--- config.mk ---
export PLATFORM = sky130hd
export DESIGN_NAME = wb_arbiter
export DESIGN_NICKNAME = d
export VERILOG_FILES = /design/src/rtl/wb_arbiter.sv
export SDC_FILE = /design/constraint.sdc
export NUM_CORES = 1
export LEC_CHECK = 0
export ABC_AREA = 1
export BUFFER_PORTS_ARGS = -buffer_cell sky130_fd_sc_hd__buf_2
export CAP_MARGIN = 20
export CORE_UTILIZATION = 40
export CTS_BUF_LIST = sky130_fd_sc_hd__clkbuf_2
export CTS_CLUSTER_DIAMETER = 100
export CTS_CLUSTER_SIZE = 8
export DETAILED_ROUTE_END_ITERATION = 12
export PLACE_DENSITY_LB_ADDON = 0.1
export SYNTH_ARGS = -nofsm -noshare
export SYNTH_HDL_FRONTEND = slang
export SYNTH_SLANG_ARGS = --single-unit
--- constraint.sdc ---
create_clock -name CLK -period 3.75 [get_ports CLK]
set_clock_uncertainty 0.1 [all_clocks]
set_input_delay 0.5625 -clock CLK [delete_from_list [all_inputs] [get_ports CLK]]
set_output_delay 0.5625 -clock CLK [all_outputs]
set_load 0.01 [all_outputs]
--- src/rtl/wb_arbiter.sv ---
// wb_arbiter: buffers ALU and load-unit writeback results and drives the register-file write port.
//
// wb_arbiter_fifo ports:
//   CLK, RESET_N          clock, asynchronous active-low reset
//   push, push_rd/data    write one entry (caller guarantees ready)
//   pop                   drop the head entry (caller guarantees not_empty)
//   ready, not_empty      free space present / head valid
//   head_rd, head_data    oldest entry
//
// wb_arbiter ports:
//   CLK, RESET_N                        clock, asynchronous active-low reset
//   ALU_VALID/READY/RD/DATA             ALU result handshake
//   MEM_VALID/READY/RD/DATA             load result handshake
//   WEN, RD_SEL, WB_DATA                registered register-file write port
//   IDLE                                both FIFOs empty and no write in flight
//   RS1_SEL, RS2_SEL, FWDn_HIT/DATA     bypass of the in-flight write (only with WB_FWD_EN defined)

module wb_arbiter_fifo #(
    parameter int AW    = 5,
    parameter int DW    = 32,
    parameter int DEPTH = 2
) (
    input  logic          CLK,
    input  logic          RESET_N,
    input  logic          push,
    input  logic [AW-1:0] push_rd,
    input  logic [DW-1:0] push_data,
    input  logic          pop,
    output logic          ready,
    output logic          not_empty,
    output logic [AW-1:0] head_rd,
    output logic [DW-1:0] head_data
);
    localparam int PW = $clog2(DEPTH);
    localparam int CW = $clog2(DEPTH + 1);

    logic [AW-1:0] rd_q   [DEPTH];
    logic [DW-1:0] data_q [DEPTH];
    logic [PW-1:0] wp, rp;
    logic [CW-1:0] cnt;

    assign ready     = cnt != CW'(DEPTH);
    assign not_empty = cnt != '0;
    assign head_rd   = rd_q[rp];
    assign head_data = data_q[rp];

    // Pointers wrap naturally because DEPTH is a power of two.
    always_ff @(posedge CLK or negedge RESET_N) begin
        if (!RESET_N) begin
            wp  <= '0;
            rp  <= '0;
            cnt <= '0;
        end else begin
            if (push) wp <= wp + 1'b1;
            if (pop) rp <= rp + 1'b1;
            cnt <= cnt + CW'(push) - CW'(pop);
        end
    end

    always_ff @(posedge CLK) begin
        if (push) begin
            rd_q[wp]   <= push_rd;
            data_q[wp] <= push_data;
        end
    end
endmodule

module wb_arbiter #(
    parameter int ADDR_WIDTH = 5,
    parameter int DATA_WIDTH = 32,
    parameter int FIFO_DEPTH = 2,
    parameter int MAX_WAIT   = 4
) (
    input  logic                  CLK,
    input  logic                  RESET_N,
    input  logic                  ALU_VALID,
    output logic                  ALU_READY,
    input  logic [ADDR_WIDTH-1:0] ALU_RD,
    input  logic [DATA_WIDTH-1:0] ALU_DATA,
    input  logic                  MEM_VALID,
    output logic                  MEM_READY,
    input  logic [ADDR_WIDTH-1:0] MEM_RD,
    input  logic [DATA_WIDTH-1:0] MEM_DATA,
`ifdef WB_FWD_EN
    input  logic [ADDR_WIDTH-1:0] RS1_SEL,
    input  logic [ADDR_WIDTH-1:0] RS2_SEL,
    output logic                  FWD1_HIT,
    output logic                  FWD2_HIT,
    output logic [DATA_WIDTH-1:0] FWD1_DATA,
    output logic [DATA_WIDTH-1:0] FWD2_DATA,
`endif
    output logic                  WEN,
    output logic [ADDR_WIDTH-1:0] RD_SEL,
    output logic [DATA_WIDTH-1:0] WB_DATA,
    output logic                  IDLE
);
    localparam int WW = $clog2(MAX_WAIT + 1);

    logic                  alu_ne, mem_ne, grant_alu, grant_mem;
    logic [ADDR_WIDTH-1:0] alu_head_rd, mem_head_rd, win_rd;
    logic [DATA_WIDTH-1:0] alu_head_data, mem_head_data, win_data;
    logic [WW-1:0]         wait_cnt;

    wb_arbiter_fifo #(.AW(ADDR_WIDTH), .DW(DATA_WIDTH), .DEPTH(FIFO_DEPTH)) u_alu_fifo (
        .CLK(CLK), .RESET_N(RESET_N),
        .push(ALU_VALID & ALU_READY), .push_rd(ALU_RD), .push_data(ALU_DATA),
        .pop(grant_alu), .ready(ALU_READY), .not_empty(alu_ne),
        .head_rd(alu_head_rd), .head_data(alu_head_data)
    );

    wb_arbiter_fifo #(.AW(ADDR_WIDTH), .DW(DATA_WIDTH), .DEPTH(FIFO_DEPTH)) u_mem_fifo (
        .CLK(CLK), .RESET_N(RESET_N),
        .push(MEM_VALID & MEM_READY), .push_rd(MEM_RD), .push_data(MEM_DATA),
        .pop(grant_mem), .ready(MEM_READY), .not_empty(mem_ne),
        .head_rd(mem_head_rd), .head_data(mem_head_data)
    );

    // MEM wins ties unless the ALU head has been passed over MAX_WAIT times.
    always_comb begin
        grant_alu = alu_ne & (~mem_ne | (wait_cnt == WW'(MAX_WAIT)));
        grant_mem = mem_ne & ~grant_alu;
        win_rd    = grant_alu ? alu_head_rd : mem_head_rd;
        win_data  = grant_alu ? alu_head_data : mem_head_data;
    end

    always_ff @(posedge CLK or negedge RESET_N) begin
        if (!RESET_N) begin
            WEN      <= 1'b0;
            RD_SEL   <= '0;
            WB_DATA  <= '0;
            wait_cnt <= '0;
        end else begin
            wait_cnt <= (alu_ne & ~grant_alu)
                      ? ((wait_cnt == WW'(MAX_WAIT)) ? wait_cnt : wait_cnt + 1'b1) : '0;
            // x0 entries still take the slot and update RD_SEL/WB_DATA, but never write.
            WEN <= (grant_alu | grant_mem) & (win_rd != '0);
            if (grant_alu | grant_mem) begin
                RD_SEL  <= win_rd;
                WB_DATA <= win_data;
            end
        end
    end

    assign IDLE = ~alu_ne & ~mem_ne & ~WEN;

`ifdef WB_FWD_EN
    assign FWD1_HIT  = WEN & (RD_SEL == RS1_SEL) & (RS1_SEL != '0);
    assign FWD2_HIT  = WEN & (RD_SEL == RS2_SEL) & (RS2_SEL != '0);
    assign FWD1_DATA = WB_DATA;
    assign FWD2_DATA = WB_DATA;
`endif
endmodule

==> impl_results.md <==
- Global Route Usage Sum: 17.97%
- CP Max Fanout: 33
- Status: complete, but fails checks
- DR vias: 4938
- Final Instance Area: 9472 µm²
- Power density cells: 724.4 nW/µm²
- YS warnings: 0
- Core box area: 18710 µm²
- Synth Net Count: 673
- Die height: 139.9 µm
- Routed Antenna Nets: 0
- Post-CTS Resized: 0
- Final net count: 868
- Yosys reg bits: 197
- Peak VDD IR: 0.3363 mV
- Fmax: 342.5 MHz
- Initial Util: 40.69%
- RSZ-0062 raised after global routing: false
- CTS Hold Bufs: 77
- Slew HR: 43.82%
- Final Cycle Share: 77.86%
- CP required: 3.09 ns
- Nature of the critical path startpoint: flip-flop
- Share of post-route cells with drive strength above 1: 21.33%
- First-pass GRT wire length: 26290 µm
- Final GP Congestion: 0.7357
- DP Area: 8481 µm²
- Maximum capacitance violations: 0
- Die span in x: 139.9 µm
- CTS H-tree lvls: 4
- Die area: 19580 µm²
- Initial antenna violation count: 1
- GR Overflow Total: 0
- Synth cell types: 23
- Seq/Total Area, Yosys: 74.50%
- Area grow syn2layout: 24.45%
- Clock Tree Root: clkbuf_2
- CP Capture Type: output pin
- Synth Area in Compound Gates: 3.304%
- Tmin final: 2.920 ns
- CTS Buf Count: 17
- Final setup TNS: 0 ns
- Fin. max-slew vios: 0
- PortBufs: 118
- Main combinational cell family by area after synthesis: simple AND/OR/NAND/NOR gates
- Hold Fails Final Rpt: 0
- Post-synthesis mux area share: 4.208%
- Final Setup Violations: 0
- CTS tree: done
- DR pass1 iterations: 8
- Io pins: 119
- HPWL after detailed placement: 10490 µm
- CTS Buffer Depth: 2
- Avg Cell Area, Syn: 12.92 µm²
- Hold WC Path Type: input pin to async pin
- DRC Markers: 1
- Tightest Pin Transition: 0.8408 ns
- Syn Inst Count: 589
- Vias per cell: 4.785
- Post-CTS setup buffer count: 0
- Failing checks: DRC
- Worst EP arrival: 2.26 ns
- Mapped Area: 7611 µm²
- Vias in the first global route: 5083
- Clk_lat worst skew: 0.75 ns
- Power, Total: 0.006861 W
- Reg2reg start: wait_cnt[0]$_DFFE_PN0P_
- Reg2reg path depth: 11
- Largest net degree at the start of global routing: 44
- R2r setup slk: 0.98 ns
- Final wirelength: 16910 µm
- P_leak: 3.922 nW
- 1st-iter DRT viols: 254
- Drt wl/cell: 16.38 µm
- # rows: 50
- Reg2reg end: u_mem_fifo.cnt[1]$_DFF_PN0_
- Clock sinks: 197
- Post-synthesis adder-cell area fraction: 0.9864%
- Clock-pin slew on the worst setup and hold paths: 0.28 ns
- Xor/xnor cell area share of the yosys netlist: 0.8055%
- Crit Path Class: flip-flop to output pin
- Simple-gate share of the synthesized area: 13.23%
-- synthesized netlist by cell type, drive strengths merged --
| cell type | count | share of area, % |
|---|---|---|
| xnor2 | 5 | 0.58 |
| mux2i | 32 | 4.2 |
| nor3 | 2 | 0.13 |
| edfxtp | 148 | 58 |
| nand3 | 36 | 2.4 |
| buf | 23 | 1.7 |
| dfrtp | 49 | 16 |
| nor3b | 1 | 0.099 |
| nor2 | 77 | 3.9 |
| inv | 23 | 1.1 |
| a21oi | 2 | 0.13 |
| ha | 6 | 0.99 |
| xor2 | 2 | 0.23 |
| o21ai | 46 | 3.2 |
| clkbuf | 3 | 0.15 |
| nand2 | 134 | 6.7 |
-- power by group --
| part | internal (W) | switching, W | total [W] |
|---|---|---|---|
| Sequential | 0.00306 | 0.000400 | 0.00346 |
| Combinational | 0.000902 | 0.00153 | 0.00243 |
| Clock | 0.000245 | 0.000723 | 0.000968 |
| Total | 0.00421 | 0.00265 | 0.00686 |
-- cells by family after synthesis --
logic type               Yosys count
AND/OR/NAND/NOR                  250
flip-flops                       197
buffers and inverters             49
AO/OA/AOI/OAI                     48
multiplexers                      32
XOR/XNOR                           7
adder cells (fa/ha/maj)            6
-- metrics by stage --
stage          util [%]  hold slack, ns  setup slack (ns)  cells
6_report          50.64          0.2557            0.8301   1032
2_1_floorplan         -          0.1669            0.9290    589
5_1_grt           50.64          0.2157            0.5751   1032
3_5_place_dp      45.34          0.3613            0.9914    922
4_1_cts           50.62          0.2135            0.7160   1031
3_3_place_gp      45.04          0.3565             1.023    920
-- per-layer routing --
metal,vias to the layer above,GRT usage [%],part of all wire (%)
met5,-,0,0
met4,0,5.668,1.1
met3,14,3.726,3.8
met2,113,30.11,49
met1,2398,23.48,46
li1,2413,-,-
-- worst max-delay path, cell delays in order (launching register included) --
cell and delay [ns]:
dfrtp_1 0.51, nor2_1 0.10, inv_1 0.10, nor2_4 0.04
inv_2 0.51, nor2_1 0.08, buf_2 0.16
-- how the worst max path moves through the flow --
stage	startpoint	endpoint	slack (ns)
4_1_cts	u_alu_fifo.cnt[1]$_DFF_PN0_	IDLE	0.72
6_report	u_mem_fifo.cnt[1]$_DFF_PN0_	IDLE	0.83
3_3_place_gp	wait_cnt[0]$_DFFE_PN0P_	u_mem_fifo.cnt[1]$_DFF_PN0_	1.02
5_1_grt	u_mem_fifo.cnt[1]$_DFF_PN0_	IDLE	0.58
2_1_floorplan	u_mem_fifo.cnt[0]$_DFF_PN0_	u_mem_fifo.data_q[1][0]$_DFFE_PP_	0.93
3_5_place_dp	wait_cnt[0]$_DFFE_PN0P_	u_mem_fifo.cnt[1]$_DFF_PN0_	0.99
-- registers in the layout, summed over array words and instances, names as in the netlist, 2 cells and up --
name	count
u_alu_fifo.rd_q	10
RD_SEL	5
WB_DATA	32
u_mem_fifo.rd_q	10
u_mem_fifo.cnt	2
u_alu_fifo.data_q	64
u_alu_fifo.cnt	2
wait_cnt	3
u_mem_fifo.data_q	64
-- final cells by class --
cell class | instances | area, µm²
well taps | 234 | 292.8
clock inverters | 15 | 132.6
fillers | 1677 | 9234
diodes | 1 | 2.502
inverters | 23 | 86.33
multi-input cells | 343 | 1745
clock buffers | 17 | 85.08
flip-flops and latches | 197 | 5673
repair buffers | 202 | 1454
-- layout by cell type (no fill, tap or decap) --
cell type,count
bufinv_16,1
clkinv_4,5
o21ai_0,38
nor3_1,2
inv_1,19
nor2_2,1
buf_4,5
inv_8,1
o21ai_4,1
nand3_1,36
nor3b_1,1
nor2_4,5
clkinv_2,4
nand2_4,1
nor2_1,71
diode_2,1
buf_2,118
buf_16,2
dfrtp_2,2
dfrtp_1,47
inv_2,4
clkbuf_2,17
inv_6,1
clkinvlp_4,2
o21ai_1,7
nand2_1,133
mux2i_1,32
xnor2_1,5
xor2_1,2
clkinv_1,1
dlygate4sd3_1,77
a21oi_1,2
ha_1,6
edfxtp_1,148
Power figures use the tool's default switching activity.
